### config.mk
export PLATFORM = sky130hd
export DESIGN_NAME = fish_sprite_sched
export DESIGN_NICKNAME = d
export VERILOG_FILES = /design/src/rtl/fish_sprite_sched.sv
export SDC_FILE = /design/constraint.sdc
export NUM_CORES = 1
export LEC_CHECK = 0
export CAP_MARGIN = 40
export CORE_MARGIN = 4
export CORE_UTILIZATION = 49
export DETAILED_ROUTE_END_ITERATION = 10
export PLACE_DENSITY = 0.78
export SLEW_MARGIN = 40
export SYNTH_ARGS = -nofsm -noshare
export SYNTH_HDL_FRONTEND = slang
export SYNTH_SLANG_ARGS = --single-unit
### constraint.sdc
create_clock -name clk -period 3.7 [get_ports clk]
set_clock_uncertainty 0.05 [all_clocks]
set_input_delay 0.74 -clock clk [delete_from_list [all_inputs] [get_ports clk]]
set_output_delay 0.74 -clock clk [all_outputs]
set_load 0.005 [all_outputs]
### src/rtl/fish_sprite_sched.sv
// fish_sprite_sched: shares one 16x32 12-bit sprite ROM among NUM_FISH fish.
// Pipeline: S1 (hit test, arbitration, ROM address) -> S2 (aligned with
// rom_data) -> registered output (key-colour masking).
module fish_sprite_sched #(
    parameter int unsigned NUM_FISH  = 4,
    parameter int unsigned SPR_W     = 32,
    parameter int unsigned SPR_H     = 16,
    parameter logic [11:0] KEY_COLOR = 12'h0F0,
    parameter int unsigned ID_W      = 2
) (
    input  logic                  clk,
    input  logic                  reset_n,
    input  logic                  frame_start,
    input  logic                  pix_valid,
    input  logic [9:0]            pix_x,
    input  logic [9:0]            pix_y,
    input  logic [NUM_FISH*10-1:0] fish_x,
    input  logic [NUM_FISH*10-1:0] fish_y,
    input  logic [NUM_FISH-1:0]   fish_en,
    input  logic [NUM_FISH-1:0]   fish_flip,
    input  logic                  upd_req,
    output logic                  upd_ack,
    output logic [3:0]            rom_row,
    output logic [4:0]            rom_col,
    input  logic [11:0]           rom_data,
    output logic                  out_valid,
    output logic [11:0]           out_color,
    output logic                  out_hit,
    output logic [ID_W-1:0]       out_id,
    output logic                  out_overlap
);

    localparam logic [10:0] LP_SPR_W   = 11'(SPR_W);
    localparam logic [10:0] LP_SPR_H   = 11'(SPR_H);
    localparam logic [4:0]  LP_COL_MAX = 5'(SPR_W - 1);

    // Active (displayed) fish state
    logic [NUM_FISH*10-1:0] r_fx;
    logic [NUM_FISH*10-1:0] r_fy;
    logic [NUM_FISH-1:0]    r_en;
    logic [NUM_FISH-1:0]    r_flip;
    logic                   r_ack;

    // S1
    logic                   r_s1_hit;
    logic [ID_W-1:0]        r_s1_id;
    logic                   r_s1_ovl;
    logic                   r_s1_valid;
    logic [3:0]             r_rom_row;
    logic [4:0]             r_rom_col;

    // S2
    logic                   r_s2_hit;
    logic [ID_W-1:0]        r_s2_id;
    logic                   r_s2_ovl;
    logic                   r_s2_valid;

    // Output
    logic                   r_out_valid;
    logic [11:0]            r_out_color;
    logic                   r_out_hit;
    logic [ID_W-1:0]        r_out_id;
    logic                   r_out_ovl;

    // Combinational
    logic [10:0]            w_dx [NUM_FISH];
    logic [10:0]            w_dy [NUM_FISH];
    logic [NUM_FISH-1:0]    w_hit;
    logic                   w_found;
    logic [ID_W-1:0]        w_win_id;
    logic [4:0]             w_win_dx;
    logic [3:0]             w_win_dy;
    logic                   w_win_flip;
    logic [3:0]             w_cnt;
    logic                   w_ovl;
    logic [3:0]             w_row;
    logic [4:0]             w_col;
    logic                   w_load;
    logic                   w_opaque;

    assign w_load = frame_start & upd_req;

    // Per-fish offset with borrow (bit 10) and rectangle hit test
    always_comb begin
        for (int unsigned i = 0; i < NUM_FISH; i++) begin
            w_dx[i]  = {1'b0, pix_x} - {1'b0, r_fx[10*i +: 10]};
            w_dy[i]  = {1'b0, pix_y} - {1'b0, r_fy[10*i +: 10]};
            w_hit[i] = r_en[i] && pix_valid && !w_dx[i][10] && !w_dy[i][10]
                       && (w_dx[i] < LP_SPR_W) && (w_dy[i] < LP_SPR_H);
        end
    end

    // Fixed-priority arbitration (lowest index wins), hit count, ROM address
    always_comb begin
        w_found    = 1'b0;
        w_win_id   = '0;
        w_win_dx   = '0;
        w_win_dy   = '0;
        w_win_flip = 1'b0;
        w_cnt      = '0;
        for (int unsigned i = 0; i < NUM_FISH; i++) begin
            if (w_hit[i]) begin
                w_cnt = w_cnt + 4'd1;
                if (!w_found) begin
                    w_found    = 1'b1;
                    w_win_id   = ID_W'(i);
                    w_win_dx   = w_dx[i][4:0];
                    w_win_dy   = w_dy[i][3:0];
                    w_win_flip = r_flip[i];
                end
            end
        end
        w_ovl = (w_cnt >= 4'd2);
        w_row = '0;
        w_col = '0;
        if (w_found) begin
            w_row = w_win_dy;
            w_col = w_win_flip ? (LP_COL_MAX - w_win_dx) : w_win_dx;
        end
    end

    // Double-buffered position load at frame start, with one-cycle ack
    always_ff @(posedge clk or negedge reset_n) begin
        if (!reset_n) begin
            r_fx   <= '0;
            r_fy   <= '0;
            r_en   <= '0;
            r_flip <= '0;
            r_ack  <= 1'b0;
        end else begin
            r_ack <= w_load;
            if (w_load) begin
                r_fx   <= fish_x;
                r_fy   <= fish_y;
                r_en   <= fish_en;
                r_flip <= fish_flip;
            end
        end
    end

    // S1: register arbitration result and ROM address
    always_ff @(posedge clk or negedge reset_n) begin
        if (!reset_n) begin
            r_s1_hit   <= 1'b0;
            r_s1_id    <= '0;
            r_s1_ovl   <= 1'b0;
            r_s1_valid <= 1'b0;
            r_rom_row  <= '0;
            r_rom_col  <= '0;
        end else begin
            r_s1_hit   <= w_found;
            r_s1_id    <= w_win_id;
            r_s1_ovl   <= w_ovl;
            r_s1_valid <= pix_valid;
            r_rom_row  <= w_row;
            r_rom_col  <= w_col;
        end
    end

    // S2: delay pixel attributes to line up with rom_data
    always_ff @(posedge clk or negedge reset_n) begin
        if (!reset_n) begin
            r_s2_hit   <= 1'b0;
            r_s2_id    <= '0;
            r_s2_ovl   <= 1'b0;
            r_s2_valid <= 1'b0;
        end else begin
            r_s2_hit   <= r_s1_hit;
            r_s2_id    <= r_s1_id;
            r_s2_ovl   <= r_s1_ovl;
            r_s2_valid <= r_s1_valid;
        end
    end

    assign w_opaque = r_s2_hit && (rom_data != KEY_COLOR);

    // Output stage: mask the key colour and register the result
    always_ff @(posedge clk or negedge reset_n) begin
        if (!reset_n) begin
            r_out_valid <= 1'b0;
            r_out_color <= '0;
            r_out_hit   <= 1'b0;
            r_out_id    <= '0;
            r_out_ovl   <= 1'b0;
        end else begin
            r_out_valid <= r_s2_valid;
            r_out_color <= w_opaque ? rom_data : '0;
            r_out_hit   <= w_opaque;
            r_out_id    <= r_s2_hit ? r_s2_id : '0;
            r_out_ovl   <= r_s2_ovl;
        end
    end

    assign upd_ack     = r_ack;
    assign rom_row     = r_rom_row;
    assign rom_col     = r_rom_col;
    assign out_valid   = r_out_valid;
    assign out_color   = r_out_color;
    assign out_hit     = r_out_hit;
    assign out_id      = r_out_id;
    assign out_overlap = r_out_ovl;

endmodule

* Yosys cells after proc, flatten, opt, wreduce, memory -nomap -nowiden
Index checks and enable logic that the tools add are counted.
** Cells by class
- Mux-type cells :: 40
- Bitwise operators :: 1
- Reduce and logical (&&, ||, !) cells :: 29
- Magnitude comparators :: 9
- Equal/unequal tests :: 1
- Add/sub/neg operators :: 12
** Operator list (number)
- subtractor 10 x 10 -> 11 bit :: 8
- 2-to-1 mux 5 bit :: 9
- less-than comparator 11 x 5 -> 1 bit, second input constant :: 4
- less-than comparator 11 x 6 -> 1 bit, second input constant :: 4
- 2-to-1 mux 4 bit :: 11
- logical AND 1 bit :: 21
- 2-to-1 mux 1 bit :: 14
- adder 4 x 1 -> 4 bit, second input constant :: 3
- 2-to-1 mux 12 bit :: 1
- != test 12 x 8 -> 1 bit, second input constant :: 1
- 2-to-1 mux 2 bit :: 5
- zero test 1 bit :: 8
- subtractor 5 bit, first input constant :: 1
- greater-or-equal comparator 4 x 2 -> 1 bit, second input constant :: 1
- AND 1 bit :: 1
** Word-level totals
- Register bits after elaboration :: 125
- Logic and storage cells :: 112
- Output and inout port bits :: 27

* Logic depth before layout (Yosys ltp)
Gate-level depths: netlist of the first run.
- Word-level depth :: 16
- Depth in mapped cells :: 16
- Gate-level depth less buffers :: 16

* Least setup slack after synthesis of the first run
No wires, ideal clock.
- Kind :: input-to-reg
- Start :: in pix_x[0]
- End :: reg r_s1_ovl
- Setup time :: 0.124 ns
- Slack :: -0.680 ns
- Path buffers :: 1
- Data arrival time :: 4.206 ns
- Stages :: 16
- Cell sequence :: inv_1 > ha_1 > inv_1 > fa_1 > a21oi_1 > o21ai_0 > a2111o_1 > a211o_1 > a22oi_1 > nor4b_4 > clkbuf_1 > ha_1 > xor2_1 > ha_1 > nor3_1 > a2bb2oi_1
** Between the ends
- Cells in the longest elaborated chain, start to end :: 14
- Elaborated cells between the ends (all ways) :: 36
** RTL lines
- start: declaration :: RTL line 15 : input logic [9:0] pix_x,
- branches (longest 12 deep; another with subtractor 10 x 10 -> 11 bit)
- 2-to-1 mux 4 bit (*) :: RTL line 102 : if (w_hit[i]) begin
- greater-or-equal comparator 4 x 2 -> 1 bit (*) :: RTL line 113 : w_ovl = (w_cnt >= 4'd2);
- net w_ovl :: RTL line 75 : logic w_ovl;
- end signal: assignment :: RTL line 153 : r_s1_ovl <= w_ovl;
- end: declaration :: RTL line 47 : logic r_s1_ovl;
Mark *: on every way through the listed nets, which the timed path passes.
A chain may end at the register's enable or synchronous reset.

* Worst setup path in the final report of the first run
- Start :: in pix_x[8]
- End :: reg r_rom_col[4], in the netlist rom_col[4]
** Between the ends
- Cells in the longest elaborated chain, start to end :: 16
- Elaborated cells between the ends (all ways) :: 49
** RTL lines
- branches (longest 15 deep; another with subtractor 10 x 10 -> 11 bit)
- 2-to-1 mux 5 bit (*) :: RTL line 116 : if (w_found) begin
- net w_col[4] :: RTL line 77 : logic [4:0] w_col;
- end signal: assignment :: RTL line 156 : r_rom_col <= w_col;
- end: declaration :: RTL line 50 : logic [4:0] r_rom_col;
Marks and branches as above.

==> impl_metrics.tcl, run 1 <==
set metrics [dict create \
    drive_above_1_share_pct 26.4 \
    critPathSlowestCell "clkdlybuf4s50_1" \
    clk_pin_slew_ns 0.07 \
    critPathMaxStageDelay_ns 0.46 \
    totalWireLength_um 27200 \
    synthFlopType "dfrtp_1" \
    p_sw_w 0.00186 \
    internal_power_w 0.00345 \
    seq_area_frac_synth_pct 36.0 \
    ys_top_cells_by_area "dfrtp_1, ha_1, o21ai_0, nand2_1, inv_1" \
    synth_common_cells "dfrtp_1, o21ai_0, nand2_1, inv_1, ha_1" \
    drt_iter0_markers 546 \
    antenna_found_initial 0 \
    maxCapViolations 0 \
    setup_viol 1 \
    cts.path.max_buffers 2 \
    cts_hold_buf 0 \
    core-area_um2 17400 \
    outcome "complete, but fails checks" \
    cts_root_buffer "clkbuf_16" \
    dp_hpwl_um 20600 \
    die_w_um 141 \
    ios 152 \
    nets 1547 \
    cp-end-kind "flip-flop" \
    power.total_w 0.00532 \
    fin_util_pct 74.9 \
    finalNonFillerCells 1569 \
    io_buffers 151 \
    p_seq_share_pct 29.0 \
    ys_ff_latch 125 \
    yosysWarnings 0 \
    post-synth-top-count-cell "dfrtp_1" \
    drv_slew 0 \
    switching_share_pct 35.1 \
    vias 8584 \
    rsz0062_at_grt "true" \
    grt_use_total_pct 26.9 \
    startpoint "pix_x[8]" \
    synthesis.nets 1193 \
    routedWlPerCell_um 17.3 \
    p_leak_nw 6.01 \
    gp_congestion 0.940 \
    htreeDepth 4 \
    synthCells 977 \
    tightest_slew_ns 0.674 \
    min_period_ns 3.73 \
    grt.overflow.total 0 \
    async_reset_ff_share_pct 100 \
    ant_nets 0 \
    grt_pass1_vias 8620 \
    synth_edf_count 0 \
    rows 48 \
    maxSlewHeadroom_pct 55.1 \
    fin_crit_sh_pct 101 \
    drtPass1Iterations 6 \
    syn_area_per_cell_um2 8.90 \
    drcViolationCount 0 \
    path_common_cell "and3_1" \
    p_per_area_nw_per_um2 409 \
    via_per_inst 5.47 \
    critPathLaunchType "input port" \
    vdd_ir_drop_max_v 0.000354 \
    cts_inserted_buffers 17 \
    ys_types 81 \
    path_cells "clkdlybuf4s50_1 > ha_1 > inv_1 > and3_1 > nor4_2 > nand3_2 > a2111oi_4 > nand4b_1 > buf_6 > and3_1 > a311o_1 > a21oi_2 > xor2_1" \
    whs_ns 0.279 \
    diodes 0 \
    arrival_ns 4.03 \
    yosysTopAreaCell "dfrtp_1" \
    final-hold-violation-count 0 \
    synthToLayoutAreaGrowth_pct 49.4 \
    yosysTopAreaCellShare_pct 36.0 \
    max_freq_mhz 268 \
    crit_type "input port to flip-flop" \
    cts.sink_count 125 \
    r2r-start "r_fx[0]$_DFFE_PN0P_" \
    finalWorstSetupSlack_ns -0.0304 \
    clk_latency_ns 0.43 \
    grt_max_degree 74 \
    die_h_um 141 \
    worstPathMaxFanout 6 \
    violations "setup timing" \
    nFillCells 1256 \
    grt_pass1_wl_um 43000 \
    syn_area_um2 8700 \
    die_area_um2 19900 \
    cp.required_ns 4.00 \
    combPwrFrac_pct 39.6 \
    clkPwrFrac_pct 31.4 \
    cts_tree "yes" \
    start_util_pct 50.1 \
    place_inst 1520 \
    hold_class "input port to asynchronous set/reset pin" \
]
==> path summary, 6_finish.rpt <==
path	cells after the start	to	slack, ns
min in group clk	0	out_valid$_DFF_PN0_	0.30
worst max-delay path	13	rom_col[4]$_DFF_PN0_	-0.03
worst min register to register	0	out_valid$_DFF_PN0_	0.30
worst min-delay path	1	r_fy[7]$_DFFE_PN0P_	0.28
max in group asynchronous	2	rom_row[3]$_DFF_PN0_	2.49
worst max register to register	16	rom_col[0]$_DFF_PN0_	0.14
==> layout make-up <==
class / instances / area [um2] / share of cell area [%]
Sequential cell: 125 / 3130 / 24.1
Timing Repair Buffer: 363 / 3140 / 24.2
Tap cell: 225 / 282 / 2.17
Inverter: 108 / 415 / 3.20
Clock inverter: 15 / 168 / 1.29
Clock buffer: 17 / 425 / 3.27
Multi-Input combinational cell: 716 / 5440 / 41.8
==> cells by family after synthesis <==
logic type / count (synthesis) / synth area share, %
buffers and inverters: 136 / 5.97
AO/OA/AOI/OAI: 271 / 20.5
adder cells (fa/ha/maj): 91 / 13.8
multiplexers: 29 / 3.58
flip-flops: 125 / 36.0
XOR/XNOR: 27 / 2.72
AND/OR/NAND/NOR: 298 / 17.4
==> through the flow <==
step,worst slack (ns),area (um2),setup TNS (ns)
4_1_cts,-0.00817,12700,-0.00817
5_1_grt,-0.190,13000,-1.03
2_1_floorplan,-0.304,8750,-0.304
6_report,-0.0304,13000,-0.0304
3_5_place_dp,-0.892,11900,-9.69
3_3_place_gp,-0.717,11900,-8.15
==> metal layers <==
metal | track usage (%) | up-vias | wire, um
li1 | - | 4170 | -
met1 | 35.8 | 4040 | 12100
met2 | 44.7 | 316 | 12900
met3 | 4.17 | 58 | 1400
met4 | 9.59 | 0 | 795
met5 | 0 | - | 0
==> flip-flops by register name, summed over array words and instances, names as in the netlist, 2 cells and up <==
| name | flops |
|---|---|
| rom_row | 4 |
| r_fx | 40 |
| out_color | 12 |
| r_s1_id | 2 |
| r_s2_id | 2 |
| rom_col | 5 |
| r_en | 4 |
| out_id | 2 |
| r_flip | 4 |
| r_fy | 40 |
==> worst max-delay path, delay by kind of cell <==
family / cells / cell delay [ns]
AOI/OAI and AO/OA: 3 / 0.88
xor gates and xnor gates: 1 / 0.18
adders and majority gates: 1 / 0.34
buffers and inverters: 3 / 0.74
and+or+nand+nor: 5 / 1.14
==> power by group through the flow <==
stage | clock (W) | sequential (W) | combinational (W)
2_1_floorplan | 0 | 0.00155 | 0.00105
3_3_place_gp | 0 | 0.00156 | 0.00191
3_5_place_dp | 0 | 0.00157 | 0.00194
4_1_cts | 0.00169 | 0.00154 | 0.00202
5_1_grt | 0.00175 | 0.00156 | 0.00231
6_report | 0.00167 | 0.00154 | 0.00210
==> repair_timing <==
action                     CTS  global route
setup buffers                9             7
resized for setup           58            60
setup endpoints to repair   13            11
cloned                       0             1
pin swaps                   31            47
==> placed cells by master (no fill, tap or decap), types with 8 or more instances in the layout <==
master / Yosys / routed
dfrtp_1: 125 / 125
mux2i_1: 12 / 12
nand3_1: 18 / 15
clkbuf_16: 0 / 17
nor2_1: 47 / 47
inv_1: 106 / 100
nand2b_1: 21 / 20
buf_4: 0 / 204
nor3_1: 19 / 15
and2_1: 17 / 16
nand2_1: 107 / 106
ha_4: 0 / 9
dlygate4sd2_1: 0 / 8
a21oi_1: 39 / 34
o211ai_1: 12 / 12
nor2b_1: 15 / 14
ha_1: 83 / 73
a211o_1: 8 / 8
xor2_1: 13 / 10
o21a_1: 12 / 12
xnor2_1: 14 / 13
clkdlybuf4s50_1: 0 / 135
mux2_2: 17 / 16
o21ai_0: 108 / 100
a21o_1: 13 / 13
a211oi_1: 13 / 9
a31oi_1: 11 / 8
Note: power is estimated with default switching activity, not from simulation.
==> inputs of run 2 (changes only) <==
- REMOVE_ABC_BUFFERS: default -> 1
==> impl_metrics.tcl, run 2 (same netlist as run 1, synthesis figures left out) <==
set metrics [dict create \
    clk_pin_slew_ns 0.06 \
    worstPathMaxFanout 7 \
    via_per_inst 5.77 \
    maxCapViolations 0 \
    cts.path.max_buffers 2 \
    max_freq_mhz 261 \
    fin_crit_sh_pct 104 \
    clk_latency_ns 0.44 \
    arrival_ns 4.13 \
    r2r.worst_path.cells 15 \
    grt_pass1_vias 8715 \
    min_period_ns 3.84 \
    r2r-end "r_s1_ovl$_DFF_PN0_" \
    start_util_pct 50.1 \
    final-hold-violation-count 0 \
    die_h_um 141 \
    finalWorstSetupSlack_ns -0.136 \
    maxSlewHeadroom_pct 55.2 \
    rsz0062_at_grt "true" \
    drive_above_1_share_pct 27.5 \
    grt_use_total_pct 26.7 \
    ant_nets 0 \
    gp_congestion 0.976 \
    antenna_found_initial 0 \
    nets 1543 \
    cts_root_buffer "clkbuf_16" \
    diodes 0 \
    critPathLaunchType "input port" \
    final_common_cell "buf_4" \
    p_leak_nw 6.06 \
    drtPass1Iterations 6 \
    whs_ns 0.284 \
    startpoint "pix_y[5]" \
    die_area_um2 19900 \
    cp.required_ns 3.99 \
    cts_tree "yes" \
    grt_pass1_wl_um 42800 \
    drcViolationCount 0 \
    grt_max_degree 65 \
    drv_slew 0 \
    ios 152 \
    critical_path.endpoint "rom_col[2]$_DFF_PN0_" \
    rrSetupSlack_ns 0.02 \
    cts_inserted_buffers 17 \
    htreeDepth 4 \
    postLayoutCellArea_um2 13200 \
    crit_type "input port to flip-flop" \
    outcome "complete, but fails checks" \
    cts.sink_count 125 \
    vias 9028 \
    core-area_um2 17400 \
    r2r-start "r_fx[10]$_DFFE_PN0P_" \
    tightest_slew_ns 0.672 \
    grt.overflow.total 0 \
    vdd_ir_drop_max_v 0.000371 \
    io_buffers 151 \
    drt_iter0_markers 715 \
    setup_viol 9 \
    hold_class "input port to asynchronous set/reset pin" \
    p_per_area_nw_per_um2 414 \
    violations "setup timing" \
    cp-end-kind "flip-flop" \
    rows 48 \
    totalWireLength_um 29400 \
    layout_common_cells "buf_4, clkdlybuf4s50_1, dfrtp_1, nand2_1, inv_1" \
    dp_hpwl_um 19900 \
    die_w_um 141 \
    dpl_cell_area_um2 11800 \
    routedWlPerCell_um 18.8 \
    synthToLayoutAreaGrowth_pct 51.7 \
]
run 2: cell count changes in the layout (fill, tap and decap cells not counted), sizes merged:
cell / previous run / this run
clkbuf: 18 / 19
clkdlybuf4s15: 1 / 0
clkdlybuf4s50: 135 / 136
clkinv: 5 / 4
buf: 217 / 210
dlygate4sd2: 8 / 3
bufinv: 0 / 1
dlymetal6s2s: 1 / 8
run 2: per-stage QoR:
stage / std cells / setup TNS [ns] / utilization, % / total power [W] / worst slack (ns)
CTS: 1551 / 0 / 73.4 / 0.00526 / 0.00273
global route: 1565 / -2.11 / 76.0 / 0.00572 / -0.253
finish: 1565 / -0.831 / 76.0 / 0.00547 / -0.136
global placement: 1504 / -10.02 / 67.8 / 0.00340 / -0.923
detailed placement: 1504 / -11.32 / 67.8 / 0.00345 / -1.03
floorplan: 949 / -7.73 / - / 0.00259 / -0.704
run 2: worst min-delay path by stage:
stage / from / endpoint / slack, ns / cells past startpoint
after floorplan: r_s2_ovl$_DFF_PN0_ / out_overlap$_DFF_PN0_ / 0.28 / 0
after global placement: r_s1_id[0]$_DFF_PN0_ / r_s2_id[0]$_DFF_PN0_ / 0.28 / 0
after detailed placement: r_s1_id[0]$_DFF_PN0_ / r_s2_id[0]$_DFF_PN0_ / 0.28 / 0
after CTS: reset_n / r_fy[4]$_DFFE_PN0P_ / 0.30 / 1
after global routing: r_s1_valid$_DFF_PN0_ / r_s2_valid$_DFF_PN0_ / 0.31 / 0
final: reset_n / r_fy[4]$_DFFE_PN0P_ / 0.28 / 1
run 2: worst max-delay path, stage by stage:
cell             delay [ns]
clkdlybuf4s50_1        0.43
buf_4                  0.17
ha_1                   0.31
a211oi_1               0.33
nor2_1                 0.08
a211oi_1               0.28
and4_1                 0.27
nand4_1                0.18
a2111oi_4              0.42
buf_6                  0.20
nor2_1                 0.07
a221o_1                0.33
nand2_4                0.12
xor2_1                 0.21
run 2: routing by layer:
| layer | GRT usage [%] | share of wire (%) |
|---|---|---|
| met1 | 34.3 | 40 |
| met2 | 43.8 | 48 |
| met3 | 6.17 | 7.2 |
| met4 | 10.4 | 4.7 |
| met5 | 0 | 0 |
run 2: power by group:
group / leakage, nW / switching (W) / internal [W]
clock network: 0.290 / 0.000753 / 0.000961
logic: 4.18 / 0.00114 / 0.00107
registers: 1.58 / 0.0000508 / 0.00149
run 2: cell type report:
class | count | area (um2)
Fill cell | 1097 | 4160
Clock buffer | 17 | 425
Inverter | 108 | 414
Timing Repair Buffer | 359 | 3170
Multi-Input combinational cell | 716 | 5610
Tap cell | 225 | 282
Sequential cell | 125 | 3130
Clock inverter | 15 | 169
run 2: timing repair:
item | 4_1_cts | 5_1_grt
pin swaps | 44 | 48
hold buffers | 0 | 0
endpoints found under the setup margin | 13 | 11
buffers inserted | 16 | 14
gates resized for setup | 74 | 74
==> RTL edit, RTL diff (settings of run 1) <==
Change the parameter `ID_W` from 2 to 3.
--- a/src/rtl/fish_sprite_sched.sv
+++ b/src/rtl/fish_sprite_sched.sv
@@ -8,3 +8,3 @@
     parameter logic [11:0] KEY_COLOR = 12'h0F0,
-    parameter int unsigned ID_W      = 2
+    parameter int unsigned ID_W      = 3
 ) (
Ports: changed (resized out_id); port bits go from 152 to 153. No check against the original RTL was run, so the function may have changed too.
==> RTL edit against run 1 <==
The flow still finishes with violations (setup timing). First-iteration DRC count decreased by 15%. Register-to-register slack worse by 0.28 ns. Design area is 1.4% higher. Count of clock-buffer cells in the layout increased by 1. Area after synthesis rose by 0.42%. Sequential cell count unchanged. Worst setup slack lost 0.13 ns. Utilization increased by 1.1 points. Wire length rose by 1.3%. Power grew 1.4%. Final cell count up 0.57%.
==> RTL edit: results (changes against run 1) <==
status=finished, violations left (unchanged); failing checks=setup timing (unchanged); layout cells sized above 1=27.2% (was 26.4%); leak pwr=6.05 nW (was 6.01 nW); r2r endpoint=r_s1_ovl (was rom_col[0]); Synth Area in Compound Gates=20.1% (was 20.5%); GRT Overall Usage=27.1% (was 26.9%); Clk Latency, worst-skew pair=0.44 ns; critical path fanouts, max=6 (unchanged); Placer Congestion=0.898 (was 0.940); M1 WL=11700 um (was 12100 um); fraction of synthesized area in multiplexers=4.14% (was 3.58%); sequential area share after synthesis=35.8% (was 36.0%); Synth Flop Type=dfrtp_1 (unchanged); met2 wire len=13400 um (was 12900 um); Top Layer Used=met4 (unchanged); clk root buf=clkbuf_16 (unchanged); vias in the first global route=8670 (was 8620); Synth Area in Adders=13.7% (was 13.8%); most common library cells after synthesis=dfrtp_1 (125), nand2_1 (111), inv_1 (109), o21ai_0 (107), ha_1 (83) (was dfrtp_1 (125), o21ai_0 (108), nand2_1 (107), inv_1 (106), ha_1 (83)); Yosys Warn Count=0 (unchanged); xor and xnor area share after synthesis=3.41% (was 2.72%); r2r startpoint=r_fy[10] (was r_fx[0]); Hold Path Class=primary input to async pin (unchanged); CTS Buf Count=17 (unchanged); Final setup viols=7 (was 1); R2R depth=16 (unchanged); initial antenna violation count=0 (unchanged); Yosys cell types=75 (was 81); Nets=1556 (was 1547); met3 wire len=1600 um (was 1400 um); post-DP HPWL=20100 um (was 20600 um); Max clock buf depth=2 (unchanged); Rel. slew slack=58.7% (was 55.1%); first-pass GRT wire length=43400 um (was 43000 um); worst hold margin=0.233 ns (was 0.279 ns); FFs w/ async S/R, synth=100% (unchanged); Routed wire per std cell=17.5 um (was 17.3 um); Synth Net Count=1212 (was 1193); VDD IR-drop max=0.369 mV (was 0.354 mV); FF-to-FF setup slack=-0.14 ns (was 0.14 ns); Setup WS pre-CTS=-1.03 ns (was -0.892 ns); placed inst area=12000 um2 (was 11900 um2); IO buf count=151 (unchanged); clock-pin transition on the worst setup and hold timing paths=0.06 ns; synth top area cells=dfrtp_1 (36%), ha_1 (12%), o21ai_0 (6.1%), nand2_1 (4.8%), inv_1 (4.7%) (was dfrtp_1 (36%), ha_1 (12%), o21ai_0 (6.2%), nand2_1 (4.6%), inv_1 (4.6%)); Pre-Repair DR Iteration Count=8 (was 6); final worst slack=-0.165 ns (was -0.0304 ns); CTS H-tree lvls=4 (unchanged); setup TNS=-0.603 ns (was -0.0304 ns); Vias/cell=5.49 (was 5.47); Starting DRT DRC Count=464 (was 546); largest net degree at the start of global routing=66 (was 74)
## RTL edit: changes by cell type after synthesis, moves of 4 or more
cell / change
a22oi_1: -4
nor3_1: -4
nand3_1: -11
xnor2_1: +6
or4_1: +4
o211ai_1: -4
a31o_2: +4
nand2_1: +4
a21oi_1: +14
o21a_1: -4
a21o_1: +4
or3_1: +5
o21ai_1: +9
## RTL edit: kinds of logic after synthesis
kind of cell             Yosys count
XOR/XNOR                          34
AO/OA/AOI/OAI                    281
flip-flops                       125
AND/OR/NAND/NOR                  290
other                              1
multiplexers                      32
buffers and inverters            142
adder cells (fa/ha/maj)           91
## RTL edit: worst max path at each step
stage	from	endpoint	slack, ns
after floorplan	pix_y[0]	r_s1_ovl	-0.51
after global placement	pix_y[0]	r_s1_ovl	-0.94
after detailed placement	pix_y[0]	r_s1_ovl	-1.03
after CTS	pix_y[0]	r_s1_ovl	-0.07
after global routing	pix_y[3]	r_s1_ovl	-0.20
final	pix_x[0]	r_s1_ovl	-0.16
## RTL edit: timing repair
action / CTS / global route
gates resized for setup: 74 / 70
pin swaps: 31 / 45
buffers inserted: 7 / 11
setup endpoints to repair: 12 / 11
## RTL edit: cell type report
cell class	count	area, um2
multi-input combinational	729	5650
clock inverter	14	148
timing repair buffer	357	3100
tap	225	282
fill	1184	4180
clock buffer	18	439
sequential	125	3130
inverter	110	432
## RTL edit: worst max-delay path: stages
cell and delay [ns]:
dlygate4sd2_1 0.24, inv_2 0.08, ha_4 0.14, inv_2 0.04
fa_2 0.35, a21o_1 0.18, a21oi_2 0.21, o21ai_2 0.08
mux2i_2 0.17, or4_4 0.48, or3_4 0.44, inv_4 0.08
ha_4 0.21, xnor2_4 0.13, ha_4 0.17, xnor2_2 0.13
o21ai_1 0.15, o21ai_1 0.09
## RTL edit: power by group
part / internal, mW / total [mW] / switching (mW) / leakage, nW
Sequential: 1.49 / 1.55 / 0.0540 / 1.58
Clock: 0.915 / 1.66 / 0.750 / 0.283
Combinational: 1.09 / 2.18 / 1.09 / 4.18
## RTL edit: routing by layer
layer,global-route usage (%),vias up
met1,35.1,4083
met4,9.29,0
met5,0,-
met3,4.28,66
li1,-,4200
met2,46.2,319
## RTL edit: metrics by stage
stage | utilization, % | instances | power (mW)
after global routing | 75.9 | 1578 | 5.68
final | 75.9 | 1578 | 5.39
after CTS | 74.1 | 1568 | 5.26
after detailed placement | 69.3 | 1529 | 3.52
after global placement | 69.3 | 1529 | 3.47
after floorplan | - | 996 | 2.65
